**src/rtl/exec_stat_counter.sv**
```systemverilog
// Execution statistics for the single-cycle MIPS CPU: cycle, jump,
// branch and taken-branch counters; frozen while halted on syscall.
//
// Ports:
//   clk, reset        clock, synchronous active-high reset
//   ce                one instruction retires on each edge with ce=1
//   halt, go          syscall halt decode / resume request
//   is_jump           current instruction is j/jal/jr
//   is_branch         current instruction is a conditional branch
//   branch_taken      branch condition true (ignored without is_branch)
//   all_time          executed-instruction count
//   j_change          unconditional jump count
//   b_change          conditional branch count
//   b_change_success  taken conditional branch count
//   halted            1 while in HALTED
//   ovf               sticky: increment requested at all-ones
module exec_stat_counter #(
  parameter int unsigned CNT_W    = 16,
  parameter bit          SATURATE = 1'b1
) (
  input  logic             clk,
  input  logic             reset,
  input  logic             ce,
  input  logic             halt,
  input  logic             go,
  input  logic             is_jump,
  input  logic             is_branch,
  input  logic             branch_taken,
  output logic [CNT_W-1:0] all_time,
  output logic [CNT_W-1:0] j_change,
  output logic [CNT_W-1:0] b_change,
  output logic [CNT_W-1:0] b_change_success,
  output logic             halted,
  output logic             ovf
);

  typedef enum logic {
    RUN    = 1'b0,
    HALTED = 1'b1
  } state_t;

  state_t state_q;
  state_t state_d;

  // Index 0: all_time, 1: jump, 2: branch, 3: taken branch.
  logic [3:0][CNT_W-1:0] cnt_q;
  logic [3:0][CNT_W-1:0] cnt_d;
  logic [3:0]            inc;
  logic [3:0]            at_max;
  logic                  ovf_q;
  logic                  ovf_d;
  logic                  count_en;

  assign count_en = (state_q == RUN) && ce;

  assign inc[0] = count_en;
  assign inc[1] = count_en && is_jump;
  assign inc[2] = count_en && is_branch;
  assign inc[3] = count_en && is_branch && branch_taken;

  always_comb begin
    state_d = state_q;
    unique case (state_q)
      RUN: begin
        if (ce && halt) begin
          state_d = HALTED;
        end
      end
      HALTED: begin
        if (go) begin
          state_d = RUN;
        end
      end
      default: state_d = RUN;
    endcase
  end

  always_comb begin
    cnt_d  = cnt_q;
    at_max = '0;
    for (int i = 0; i < 4; i++) begin
      at_max[i] = &cnt_q[i];
      if (inc[i]) begin
        if (!at_max[i]) begin
          cnt_d[i] = cnt_q[i] + CNT_W'(1);
        end else if (!SATURATE) begin
          cnt_d[i] = '0;
        end
      end
    end
    ovf_d = ovf_q || (|(inc & at_max));
  end

  always_ff @(posedge clk) begin
    if (reset) begin
      state_q <= RUN;
      cnt_q   <= '0;
      ovf_q   <= 1'b0;
    end else begin
      state_q <= state_d;
      cnt_q   <= cnt_d;
      ovf_q   <= ovf_d;
    end
  end

  assign all_time         = cnt_q[0];
  assign j_change         = cnt_q[1];
  assign b_change         = cnt_q[2];
  assign b_change_success = cnt_q[3];
  assign halted           = (state_q == HALTED);
  assign ovf              = ovf_q;

endmodule
```
**config.mk**
```make
export PLATFORM = sky130hd
export DESIGN_NAME = exec_stat_counter
export DESIGN_NICKNAME = d
export VERILOG_FILES = /design/src/rtl/exec_stat_counter.sv
export SDC_FILE = /design/constraint.sdc
export NUM_CORES = 1
export LEC_CHECK = 0
export BUFFER_PORTS_ARGS = -buffer_cell sky130_fd_sc_hd__buf_2
export CAP_MARGIN = 20
export CORE_MARGIN = 1
export CORE_UTILIZATION = 40
export CTS_BUF_LIST = sky130_fd_sc_hd__clkbuf_4
export CTS_CLUSTER_DIAMETER = 120
export DETAILED_ROUTE_END_ITERATION = 10
export PLACE_DENSITY_LB_ADDON = 0.05
export REMOVE_ABC_BUFFERS = 1
export SYNTH_ARGS = -nofsm -noshare
export SYNTH_HDL_FRONTEND = slang
export SYNTH_SLANG_ARGS = --single-unit
```
**constraint.sdc**
```tcl
create_clock -name clk -period 2.4 [get_ports clk]
set_clock_uncertainty 0.15 [all_clocks]
set_input_delay 0.12 -clock clk [delete_from_list [all_inputs] [get_ports clk]]
set_output_delay 0.12 -clock clk [all_outputs]
set_load 0.01 [all_outputs]
```
**Word-level counts from Yosys, hierarchy flattened**

Index checks and enable logic that the tools add are counted.

- Add/subtract/negate cells: 4
- Multiply operators: 0
- Div/mod/pow operators: 0
- Order comparisons: 0
- Equality and inequality tests: 0
- Shift-type cells: 0
- Muxes and demuxes: 3
- Bitwise gates (word level): 6
- Reductions and logical operators: 15

Operators by type and width:

| cell | count |
|---|---|
| 16-bit by 1-bit adder with 16-bit output (second input constant) | 4 |
| 16-bit AND reduction | 4 |
| 2-bit AND reduction | 4 |
| 1-bit logical AND | 5 |
| 1-bit NOT | 5 |
| 4-bit AND | 1 |
| 4-bit OR reduction | 1 |
| 1-bit two-way mux | 2 |
| 1-bit case mux with 2 select lines | 1 |
| 1-bit logical OR | 1 |

- Register bits: 66
- Latch bits: 0
- Memory bits (writable): 0
- ROM bits: 0
- Bits of input ports: 8
- Output and inout port bits: 66
- Logic and storage cells: 34
- Memories kept: 0

**Longest topological paths before layout**

Gate-level depths: netlist of run 1.

- Depth after elaboration: 7
- Mapped depth: 6
- Mapped depth without buffers: 5

**Worst setup path after synthesis of run 1**

OpenSTA, ideal clock, no wires.

- Path type: register to register
- Start point: register cnt_q, in the netlist j_change[3]
- End point: register cnt_q, in the netlist j_change[15]
- Library setup time: 0.121 ns
- Data arrival time: 1.894 ns
- Required time: 2.129 ns
- Path slack: 0.235 ns
- Cell stages (with the launch flop): 6
- Path buffers: 1
- Clock period less this slack: 2.165 ns
- Cell sequence: dfxtp_1 -> nand4_2 -> or4_1 -> buf_2 -> nor4b_1 -> mux2_2

- Cells in the longest elaborated chain, start to end: 3

Ends and longest elaborated chain:

| what | RTL line | RTL |
|---|---|---|
| start: declaration | 46 | `logic [3:0][CNT_W-1:0] cnt_q;` |
| start signal: assignment | 101 | `cnt_q <= cnt_d;` |
| parallel branches: the longest is 3 deep, another holds 16-bit by 1-bit adder with 16-bit output | -- |  |

Parallel ways; which one is timed is not known.
A chain may end at the register's enable or synchronous reset.

**Worst setup path in the final report of run 1**

- Start point: register cnt_q, in the netlist b_change_success[0]
- End point: register cnt_q, in the netlist b_change_success[12]

Same word-level chain as after synthesis.

==> impl_metrics.ini, run 1 <==
[cells_and_area]
drive_above_1_share_pct = 26.2
syn_to_final_growth_pct = 21.1
num_antenna_cells = 0
final_nets = 511
stdcell_area_sq_um = 4220
fillers = 849

[yosys]
synthFlopType = dfxtp_1
ys_warn_count = 0
yosys.area.top_type = dfxtp_1
synth_seq_area_share_pct = 37.9
synth_area_leaders = dfxtp_1, mux2_2, a21oi_1
netlist.area_leader.share_pct = 37.9
synth-seq-cells = 66
synthDistinctLibCells = 41
synth-edff-count = 0
synth_cells = 412
avgSynthCellArea_sq_um = 8.47
syn_area_sq_um = 3490
synth_common_cells = dfxtp_1, a21oi_1, nor2_1
synth_most_common_cell = dfxtp_1
async_reset_ff_share_pct = 0

[critical_path]
crit_chain = ha_1, nand4_1, or2_2, nor4_1, mux2_2
arrival_ps = 2390
critPathKind = reg2reg
crit_slowest_cell = dfxtp_1
slowest_delay_ps = 420
setup.worst_path.end_class = flop
cp.depth = 5
rrSetupSlack_ps = 180
critPathMaxFanout = 6
crit_family = simple AND/OR/NAND/NOR gates
crit_buf_inv = 0
reg2reg_depth = 5
start_kind = flop
worst_ep_required_time_ps = 2560

[drt]
drcViolationCount = 0
drt-pass1-iter-count = 4
first_iter_violations = 90
vias = 3482
wl_per_cell_um = 14.2
viasPerCell = 5.73
ant_nets = 0
wl_um = 8660

[timing]
max_freq_ghz = 0.449
setup_viol = 0
period_share_pct = 92.7
relSlewSlack_pct = 63.3
rsz0062_at_grt = false
finalCriticalPeriod_ps = 2220
finalHoldViolations = 0
timing_max_transition_violations_final = 0
worst_slew_pin_slew_ps = 546

[clocking]
cts_tree = built
cts_buffers = 9
ctsResizeCount = 0
cts.sinks = 66
h-tree-depth = 3
ctsHoldBuffers = 4
root_buffer = clkbuf_4
clk-insertion-delay-late_ps = 410
post-cts-setup-buffer-count = 0
clk_pin_slew_ps = 110
clockBufferDepth = 2

[global_routing]
antenna_found_initial = 0
grt_pass1_vias = 2951
grt-ovfl-total = 0
grtUsageTotal_pct = 20.0
grt_start_max_net_pins = 27
grt_pass1_wl_um = 14200

[pwr]
seqPwrFrac_pct = 57.4
p_per_area_nw_per_um2 = 461
power_frac_clock_pct = 37.0
internal-power_uw = 1450
power.share.combinational_pct = 5.6
p_total_uw = 1950
netSwitchingFraction_pct = 25.4
ir_drop_v = 0.000198
power_leakage_uw = 0.00162
switching_power_uw = 496

[floorplan]
num_rows = 33
die_w_um = 95.4
floorplan.initialDensity_pct = 41.8
die_area_sq_um = 9100
core-area_sq_um = 8340
io_pins = 74
die_h_um = 95.4

[place]
dpl_cell_area_sq_um = 4060
gp_congestion = 0.762
post-dp-hpwl_um = 6270
io_buffers = 73

[job]
cap_violations = 0

[hold_path]
worstHoldPathType = in2reg
min_delay_path_depth = 4

[run_status]
status = completed
==> cells by family (layout without fill, tap and decap cells) <==
| logic type | after synthesis | after routing | share of synthesized area, % |
|---|---|---|---|
| AO/OA/AOI/OAI | 96 | 96 | 18.0 |
| adder cells (fa/ha/maj) | 4 | 4 | 1.43 |
| buffers and inverters | 30 | 121 | 3.26 |
| AND/OR/NAND/NOR | 193 | 193 | 32.0 |
| multiplexers | 23 | 23 | 7.35 |
| flip-flops | 66 | 66 | 37.9 |
==> worst reg2reg max path, delay by kind of cell, from the launching register on <==
kind | cells | cell delay [ps]
AND/OR/NAND/NOR | 3 | 960
flip-flops | 1 | 420
adder cells (fa/ha/maj) | 1 | 220
multiplexers | 1 | 370
==> power groups by stage <==
stage	sequential, uW	combinational (uW)	clock, uW
after detailed placement	1140	105	0
after CTS	1120	111	747
final	1120	110	721
after global placement	1140	104	0
after floorplan	1140	42.4	0
after global routing	1120	124	807
==> area by class of cell <==
class	instances	area, sq um	area share (%)
multi-input combinational	316	2060	48.8
sequential	66	1320	31.3
timing repair buffer	96	548	13.0
tap	105	131	3.11
clock buffer	9	67.6	1.60
clock inverter	6	58.8	1.39
inverter	10	37.5	0.889
==> through the flow <==
step | worst slack [ps] | TNS (ps) | util (%) | hold slack (ps) | std cells
finish | 175 | 0 | 50.6 | 39.7 | 608
global placement | 240 | 0 | 48.6 | 221 | 589
CTS | 197 | 0 | 50.6 | 18.2 | 608
detailed placement | 191 | 0 | 48.6 | 221 | 589
global route | 39.0 | 0 | 50.6 | 47.3 | 608
floorplan | -111 | -212 | - | 39.1 | 392
==> final timing paths <==
kind / start / endpoint
worst min register to register: b_change[11] / b_change[11]
worst max register to register: b_change_success[0] / b_change_success[12]
worst max-delay path: b_change_success[0] / b_change_success[12]
worst min-delay path: branch_taken / b_change_success[6]
==> placed cells by master (no fill, tap or decap), drive strengths merged, types with 5 or more instances in the layout <==
cell type and count:
clkbuf 9, a21oi 38, nor2b 23, nand3b 5, nor4 13, o311ai 6
or3 7, o21ai 9, and4 6, nand4 15, buf 92, mux2 21
dfxtp 66, o31ai 19, o41ai 7, or4 24, nor2 29, nor3 6
inv 10, nand3 24, nand2 27
==> per-layer routing <==
metal | vias to the layer above | share of wire (%) | GRT usage (%)
met4 | 0 | 1.8 | 8.83
met3 | 12 | 4.3 | 4.15
li1 | 1782 | - | -
met2 | 64 | 43 | 29.8
met5 | - | 0 | 0
met1 | 1624 | 51 | 27.6
==> state kept, by name (all words and copies together), names as in the netlist <==
signal	flops
b_change	16
b_change_success	16
halted	1
j_change	16
ovf	1
all_time	16
Power figures use the tool's default switching activity.
==> run 2, diff against run 1 <==
Settings changed: BUFFER_PORTS_ARGS -buffer_cell sky130_fd_sc_hd__buf_2 to unset, DONT_BUFFER_PORTS set to 1.
==> run 2 against run 1 <==
Against the previous run: register-to-register slack better by 20 ps; die area unchanged; first-iteration DRC count up 41%; sequential share of layout area up 1.2 points; core utilization down 1.9 points; largest cell class unchanged; highest routed layer unchanged.
==> impl_metrics.ini, run 2 (synthesis gave the netlist of run 1 again) <==
[critical_path]
cp_common_cell = or4_1
slowest_delay_ps = 630
start_kind = flop
critPathKind = reg2reg
crit_path_start = j_change[4]
arrival_ps = 2420
critPathMaxFanout = 8
crit_slowest_cell = or4_1
timing.rr.end = j_change[10]
rrSetupSlack_ps = 200
worst_ep_required_time_ps = 2620
setup.worst_path.end_class = flop
r2r_start = j_change[4]
reg2reg_depth = 5
crit_chain = nand4_2, buf_4, or4_1, or4_1, a21oi_1

[cells_and_area]
final_core_util_pct = 48.8
final_nets = 454
stdcell_count = 551
final_common_cell = dfxtp_1
syn_to_final_growth_pct = 16.6
num_antenna_cells = 0
drive_above_1_share_pct = 16.4
final_cell_mix = dfxtp_1, a21oi_1, buf_4

[timing]
finalHoldViolations = 0
relSlewSlack_pct = 58.5
finalCriticalPeriod_ps = 2200
worst_slew_pin_slew_ps = 616
max_freq_ghz = 0.454
rsz0062_at_grt = false
setup_viol = 0
period_share_pct = 91.9
holdWs_ps = 90.0
timing_max_transition_violations_final = 0

[pwr]
ir_drop_v = 0.000235
switching_power_uw = 525
seqPwrFrac_pct = 50.8
p_per_area_nw_per_um2 = 541
power_frac_clock_pct = 44.1
internal-power_uw = 1680
power_leakage_uw = 0.00134
p_total_uw = 2200
power.share.combinational_pct = 5.0
netSwitchingFraction_pct = 23.9

[global_routing]
grt_pass1_vias = 2922
grt_pass1_wl_um = 14200
grt_start_max_net_pins = 84
grtUsageTotal_pct = 19.8
antenna_found_initial = 0
top_usage_layer = met2
grt_util_met1_pct = 26.0
met2_usage_pct = 30.5
grt_use_met3_pct = 5.58
grt-ovfl-total = 0

[floorplan]
die_w_um = 95.4
core-area_sq_um = 8340
io_pins = 74
die_h_um = 95.4
die_area_sq_um = 9100
num_rows = 33
floorplan.initialDensity_pct = 41.8

[place]
placed_cells = 527
post-dp-hpwl_um = 6140
gp_congestion = 0.775
io_buffers = 0

[drt]
drt-pass1-iter-count = 4
vias = 3323
drcViolationCount = 0
first_iter_violations = 127
ant_nets = 0
wl_um = 8970
wl_per_cell_um = 16.3
viasPerCell = 6.03

[clocking]
clk-insertion-delay-late_ps = 420
cts_tree = built
clk_pin_slew_ps = 130
cts_buffers = 9
root_buffer = clkbuf_4
clockBufferDepth = 2
cts.sinks = 66
h-tree-depth = 3
post-cts-setup-buffer-count = 0

[run_status]
status = completed

[hold_path]
hold_path_end = all_time[3]
holdCritStartpoint = ce
min_delay_path_depth = 4
worstHoldPathType = in2reg

[job]
cap_violations = 0
[run 2: changes by cell type in the layout (fill, tap and decap cells not counted), sizes merged]
cell	before	now
bufinv	1	3
clkinv	3	1
dlygate4sd3	4	8
inv	10	11
buf	92	31
clkinvlp	2	1
[run 2: repair_timing]
action	CTS	global route
hold buffers	8	1
gates resized for setup	0	1
setup endpoints to repair	0	1
hold endpoints to repair	63	2
[run 2: area by class of cell]
type                       instances  area, sq um
fill                             845         4270
clock buffer                       9         67.6
tap                              105          131
sequential                        66         1320
clock inverter                     6          115
multi-input combinational        316         2060
inverter                          10         37.5
timing repair buffer              39          333
[run 2: routing by layer]
layer	vias to the layer above	share of wire, %
met1	1565	48
met2	87	45
li1	1663	-
met5	-	0
met4	0	0.99
met3	8	5.8
[run 2: how the worst max path moves through the flow]
stage / endpoint / slack [ps] / depth (start not counted)
5_1_grt: b_change_success[10] / 10 / 5
6_report: j_change[10] / 200 / 5
4_1_cts: j_change[10] / 190 / 5
2_1_floorplan: b_change_success[6] / -110 / 5
3_5_place_dp: j_change[10] / 200 / 5
3_3_place_gp: j_change[10] / 240 / 5
[run 2: critical path, delay by kind of cell, from the launching register on]
kind | cells | cell delay (ps)
buf+inv | 1 | 180
flops | 1 | 460
simple gates | 3 | 1240
compound gates | 1 | 140
[run 2: stage by stage]
step	TNS (ps)	worst slack, ps	instance area [sq um]
final	0	195	4070
after global routing	0	13.5	4070
after CTS	0	191	4060
after detailed placement	0	203	3770
after global placement	0	241	3770
after floorplan	-212	-111	3410
[run 2: power groups by stage]
stage	Combinational, uW	Sequential (uW)	Clock, uW
floorplan	42.4	1140	0
global placement	69.6	1140	0
detailed placement	70.7	1140	0
CTS	111	1120	1010
global route	124	1120	1060
finish	111	1120	971
